### src/rtl/td4_prog_loader_pkg.sv
// Shared constants and types for the TD4 program store and loader.
package td4_pkg;

  localparam int DEPTH = 16;
  localparam int WIDTH = 8;
  localparam int AW    = 4;
  localparam int CW    = 5;

  localparam logic [WIDTH-1:0] NOP = 8'h00;

  typedef enum logic [1:0] {
    ST_RUN  = 2'd0,
    ST_LOAD = 2'd1,
    ST_FULL = 2'd2
  } state_t;

endpackage

### src/rtl/td4_prog_loader_if.sv
// Host-side byte stream into the program loader (valid/ready handshake).
interface td4_prog_loader_if;

  logic                     wr_valid;
  logic [td4_pkg::WIDTH-1:0] wr_data;
  logic                     wr_ready;

  modport master (output wr_valid, output wr_data, input wr_ready);
  modport slave  (input wr_valid, input wr_data, output wr_ready);

endinterface

### src/rtl/td4_prog_loader_ram.sv
// 16 x 8 program register file: synchronous write and clear, asynchronous read.
module td4_prog_ram
  import td4_pkg::*;
(
  input  logic             clk,
  input  logic             clr,
  input  logic             we,
  input  logic [AW-1:0]    waddr,
  input  logic [WIDTH-1:0] wdata,
  input  logic [AW-1:0]    raddr,
  output logic [WIDTH-1:0] rdata
);

  logic [WIDTH-1:0] mem [DEPTH];

  // Clear has priority so a reset mid-load leaves a blank image.
  always_ff @(posedge clk) begin
    if (clr) begin
      for (int i = 0; i < DEPTH; i++) mem[i] <= NOP;
    end else if (we) begin
      mem[waddr] <= wdata;
    end
  end

  assign rdata = mem[raddr];

endmodule

### src/rtl/td4_prog_loader.sv
// TD4 program store and loader: holds the core's 16-byte program and lets a
// host stream a new image in while the core is held in reset.
//
//   state   | meaning
//   --------+---------------------------------------------------------------
//   ST_RUN  | core running, fetching from the store; host port closed
//   ST_LOAD | core held in reset, host bytes accepted in address order
//   ST_FULL | all 16 bytes received; further host bytes ignored
module td4_prog_loader
  import td4_pkg::*;
(
  input  logic                clk,
  input  logic                rst,
  input  logic                load_en,
  td4_prog_loader_if.slave    bus,
  output logic [CW-1:0]       wr_count,
  output logic [WIDTH-1:0]    checksum,
  output logic                load_done,
  output logic                cpu_rst_n,
  input  logic [AW-1:0]       addr,
  output logic [WIDTH-1:0]    instr
);

  state_t           state;
  logic             xfer;
  logic [WIDTH-1:0] rdata;

  // Host port is open only while loading and only while the host still wants it.
  always_comb begin
    bus.wr_ready = (state == ST_LOAD) && load_en;
  end

  assign xfer = bus.wr_valid && bus.wr_ready;

  // Fetch path: the core sees NOPs whenever the image is being replaced.
  always_comb begin
    instr = (state == ST_RUN) ? rdata : NOP;
  end

  td4_prog_ram u_ram (
    .clk   (clk),
    .clr   (rst),
    .we    (xfer),
    .waddr (wr_count[AW-1:0]),
    .wdata (bus.wr_data),
    .raddr (addr),
    .rdata (rdata)
  );

  // Control FSM with counter, checksum and registered core-reset / done flags.
  always_ff @(posedge clk) begin
    if (rst) begin
      state     <= ST_RUN;
      wr_count  <= '0;
      checksum  <= '0;
      load_done <= 1'b0;
      cpu_rst_n <= 1'b1;
    end else begin
      case (state)
        ST_RUN: begin
          if (load_en) begin
            state     <= ST_LOAD;
            wr_count  <= '0;
            checksum  <= '0;
            cpu_rst_n <= 1'b0;
          end
        end
        ST_LOAD: begin
          if (!load_en) begin
            state     <= ST_RUN;
            cpu_rst_n <= 1'b1;
          end else if (xfer) begin
            wr_count <= wr_count + 5'd1;
            checksum <= checksum + bus.wr_data;
            // Last slot filled: stop accepting rather than wrapping to slot 0.
            if (wr_count == 5'd15) begin
              state     <= ST_FULL;
              load_done <= 1'b1;
            end
          end
        end
        ST_FULL: begin
          if (!load_en) begin
            state     <= ST_RUN;
            load_done <= 1'b0;
            cpu_rst_n <= 1'b1;
          end
        end
        default: begin
          state     <= ST_RUN;
          load_done <= 1'b0;
          cpu_rst_n <= 1'b1;
        end
      endcase
    end
  end

endmodule
### src/flat_wrapper.sv
// flat-port wrapper written by rule: the top's interface ports become plain ports
module td4_prog_loader_flat import td4_pkg::*;
  (clk, rst, load_en, wr_count, checksum, load_done, cpu_rst_n, addr, instr, bus_wr_valid, bus_wr_data, bus_wr_ready);
  td4_prog_loader_if bus_i ();
  input  logic clk;
  input  logic rst;
  input  logic load_en;
  output logic [CW-1:0] wr_count;
  output logic [WIDTH-1:0] checksum;
  output logic load_done;
  output logic cpu_rst_n;
  input  logic [AW-1:0] addr;
  output logic [WIDTH-1:0] instr;
  input wire logic [$bits(bus_i.wr_valid)-1:0] bus_wr_valid;
  input wire logic [$bits(bus_i.wr_data)-1:0] bus_wr_data;
  output wire logic [$bits(bus_i.wr_ready)-1:0] bus_wr_ready;
  assign bus_i.wr_valid = bus_wr_valid;
  assign bus_i.wr_data = bus_wr_data;
  assign bus_wr_ready = bus_i.wr_ready;
  td4_prog_loader u_core (.clk(clk), .rst(rst), .load_en(load_en), .bus(bus_i), .wr_count(wr_count), .checksum(checksum), .load_done(load_done), .cpu_rst_n(cpu_rst_n), .addr(addr), .instr(instr));
endmodule
### config.mk
export PLATFORM = sky130hd
export DESIGN_NAME = td4_prog_loader_flat
export DESIGN_NICKNAME = d
export VERILOG_FILES = /design/src/rtl/td4_prog_loader_pkg.sv /design/src/rtl/td4_prog_loader_if.sv /design/src/rtl/td4_prog_loader_ram.sv /design/src/rtl/td4_prog_loader.sv /design/src/flat_wrapper.sv
export SDC_FILE = /design/constraint.sdc
export NUM_CORES = 1
export LEC_CHECK = 0
export CORE_MARGIN = 2
export CORE_UTILIZATION = 54
export DETAILED_ROUTE_END_ITERATION = 8
export HOLD_SLACK_MARGIN = 0.05
export PLACE_DENSITY = 0.82
export SYNTH_ARGS = -nofsm -noshare
export SYNTH_HDL_FRONTEND = slang
export SYNTH_SLANG_ARGS = --single-unit
export TNS_END_PERCENT = 1
### constraint.sdc
create_clock -name clk -period 1.9 [get_ports clk]
set_input_delay 0.19 -clock clk [delete_from_list [all_inputs] [get_ports clk]]
set_output_delay 0.19 -clock clk [all_outputs]
set_load 0.005 [all_outputs]
==> metrics.md <==
| Metric | Value |
|---|---|
| Status | `finished, violations left` |
| Failing checks | `setup timing` |
| Post-layout min period | `1.98 ns` |
| GPL Wtd Cong | `0.859` |
| Fraction of layout cells with a size suffix above 1 | `0.296` |
| Mean post-synth cell area | `14.1 µm²` |
| Clock Skews | `0.00631 ns` |
| Startpoint Class | `flop` |
| Reg2Reg Depth | `7` |
| Setup violations, final | `7` |
| Reg2Reg Setup Slack | `0.06 ns` |
| Post-DR wirelength/cell | `20.4 µm` |
| Setup TNS | `-0.359 ns` |
| # DRC | `0` |
| Leading cell type in the layout, fill and taps excluded | `edfxtp_1` |
| Die X | `119 µm` |
| GR Overflow Total | `0` |
| Worst slew margin | `0.754` |
| HP Class | `reg -> reg` |
| Max clock buf depth | `2` |
| Vias/cell | `5.75` |
| H-tree Lvls | `4` |
| Number of max-cap violations | `0` |
| Post-route cell area | `8770 µm²` |
| Cells after Synth | `507` |
| Core area | `13100 µm²` |
| Distinct cells, synth | `43` |
| DR pass1 iterations | `4` |
| Clock net sink count | `145` |
| Global-route wire length before repair | `25200 µm` |
| Synth area leaders | `edfxtp_1, mux4_2, and2_1` |
| Critical path data arrival time | `1.79 ns` |
| Detailed Route Iter0 Violations | `475` |
| GRT Resource Usage Total | `0.241` |
| Critical R2R Launch | `u_core.checksum[0]` |
| Effective utilization at floorplan | `0.546` |
| Synth area leader | `edfxtp_1` |
| Initial antenna violation count | `0` |
| Antenna cells | `0` |
| Hold Path Stages | `2` |
| Final period utilization | `1.04` |
| IO Port Bufs | `39` |
| Nets@finish | `627` |
| Worst hold start | `u_core.cpu_rst_n` |
| Die area | `14200 µm²` |
| Worst-Skew Late Latency | `0.42 ns` |
| CTS Hold Bufs | `0` |
| Hold slack | `0.494 ns` |
| Least-Margin Pin Slew | `0.369 ns` |
| Leakage power | `3.28 nW` |
| Pin count of the biggest net entering global routing | `31` |
| Worst vdd ir | `0.606 mV` |
| Warnings from Yosys | `0` |
| Setup WS post-layout | `-0.0839 ns` |
| FP Rows | `42` |
| Flops & latches, synth | `145` |
| Pwr/cell area | `889 nW/µm²` |
| Synth top area share | `0.538` |
| Post-synthesis sequential area ratio | `0.585` |
| Reg clk slew, reported paths | `0.05 ns` |
| Via count | `4489` |
| CP Capture Type | `output port` |
| Dpl hpwl | `10800 µm` |
| Mapped Area | `7150 µm²` |
| Mapped Nets | `540` |
| TritonCTS clock tree | `built` |
| Critical R2R Capture | `u_core.checksum[7]` |
| Placed Area | `8090 µm²` |
| Final hold viol count | `0` |
| RSZ-0062 raised after global routing | `yes` |
| Area Growth Syn to Fin | `22.7%` |
| Drt total wl | `15900 µm` |
| Worst Path Max Fanout | `1` |
| CTS root buf | `clkbuf_16` |
| Boundary Pins | `40` |
| Number of global-route vias before repair | `4613` |
| Num CTS Buffers | `17` |
| Die H | `119 µm` |
| Hold EP | `u_core.cpu_rst_n` |
| Most frequent cells in the layout | `edfxtp_1, and2_1, buf_4, mux4_2, clkdlybuf4s50_1` |
| Max Clk Rate | `504 MHz` |
| Pins Over Slew Limit | `0` |
| Critical path type | `reg -> out` |
| Routed Antenna Nets | `0` |
| Critical path data required time | `1.71 ns` |
## power breakdown
part	internal, mW	switching [mW]	total [mW]
Sequential	3.58	0.0567	3.64
Combinational	0.465	0.488	0.953
Clock	2.02	1.18	3.20
## timing repair
action                     in CTS  in global routing
setup endpoints to repair     130                 98
resized for setup              60                 13
hold endpoints to repair        0                  0
gates cloned                    1                  0
pin swaps                       6                  3
buffers inserted                1                  0
## cells in the mapped netlist, drive strengths merged
master / number
a22o: 3
and2b: 1
inv: 5
o22ai: 9
nand2b: 5
or2: 16
a22oi: 1
clkbuf: 13
o21bai: 3
xor2: 4
a21oi: 11
nor2: 24
edfxtp: 128
mux2i: 17
nor4: 4
mux4: 32
a211oi: 3
nand2: 17
nor3: 21
mux2: 2
and3: 2
nand4: 1
ha: 16
o31a: 1
and2: 114
a31oi: 1
buf: 16
nand3b: 1
o21ai: 4
dfxtp: 17
a21o: 3
fa: 1
nand3: 5
a311oi: 1
clkinv: 1
xnor2: 4
## flip-flops by register name (all words and copies together) (netlist names)
name              cells
u_core.state          2
u_core.checksum       8
u_core.cpu_rst_n      1
u_core.u_ram.mem    128
u_core.wr_count       5
u_core.load_done      1
## through the flow
step | power [mW] | worst slack, ns | instances | utilization
2_1_floorplan | 4.19 | -0.0137 | 507 | -
3_3_place_gp | 4.55 | -0.417 | 749 | 0.618
3_5_place_dp | 4.59 | -0.475 | 749 | 0.618
4_1_cts | 7.79 | -0.0899 | 781 | 0.669
5_1_grt | 8.01 | -0.128 | 781 | 0.670
6_report | 7.79 | -0.0839 | 781 | 0.670
## area by class of cell
| class | count | area [µm²] |
|---|---|---|
| well taps | 176 | 220 |
| fillers | 895 | 4310 |
| repair buffers | 97 | 873 |
| clock buffers | 20 | 437 |
| inverters | 6 | 25.0 |
| clock inverters | 10 | 119 |
| multi-input cells | 327 | 2910 |
| flip-flops and latches | 145 | 4190 |
## worst max-delay path by stage
stage                                 startpoint                endpoint  cells after the start
after floorplan                  u_core.state[1]  u_core.u_ram.mem[1][0]                      8
after global placement            bus_wr_data[0]      u_core.checksum[6]                      8
after detailed placement          bus_wr_data[0]      u_core.checksum[6]                      8
after CTS                 u_core.u_ram.mem[6][3]                instr[3]                      4
after global routing      u_core.u_ram.mem[6][1]                instr[1]                      4
final                     u_core.u_ram.mem[6][1]                instr[1]                      4
## routing by layer
| metal | share of wire | vias up | GRT usage |
|---|---|---|---|
| met5 | 0 | - | 0 |
| met4 | 0.018 | 0 | 0.0900 |
| met3 | 0.051 | 20 | 0.0465 |
| met2 | 0.50 | 170 | 0.396 |
| met1 | 0.43 | 2251 | 0.321 |
| li1 | - | 2048 | - |
## kinds of logic after synthesis
family / after synthesis / share of synthesized area
flip-flops: 145 / 0.585
multiplexers: 51 / 0.128
adder cells (fa/ha/maj): 17 / 0.0308
XOR/XNOR: 8 / 0.00980
AND/OR/NAND/NOR: 211 / 0.186
AO/OA/AOI/OAI: 40 / 0.0359
buffers and inverters: 35 / 0.0238
## critical path: stages, from the launching register on
cell and delay [ns]:
edfxtp_1 0.38, mux4_2 0.51, mux2i_2 0.23, o22ai_2 0.12, buf_2 0.14
No activity file was read; power rests on OpenSTA's default activity.
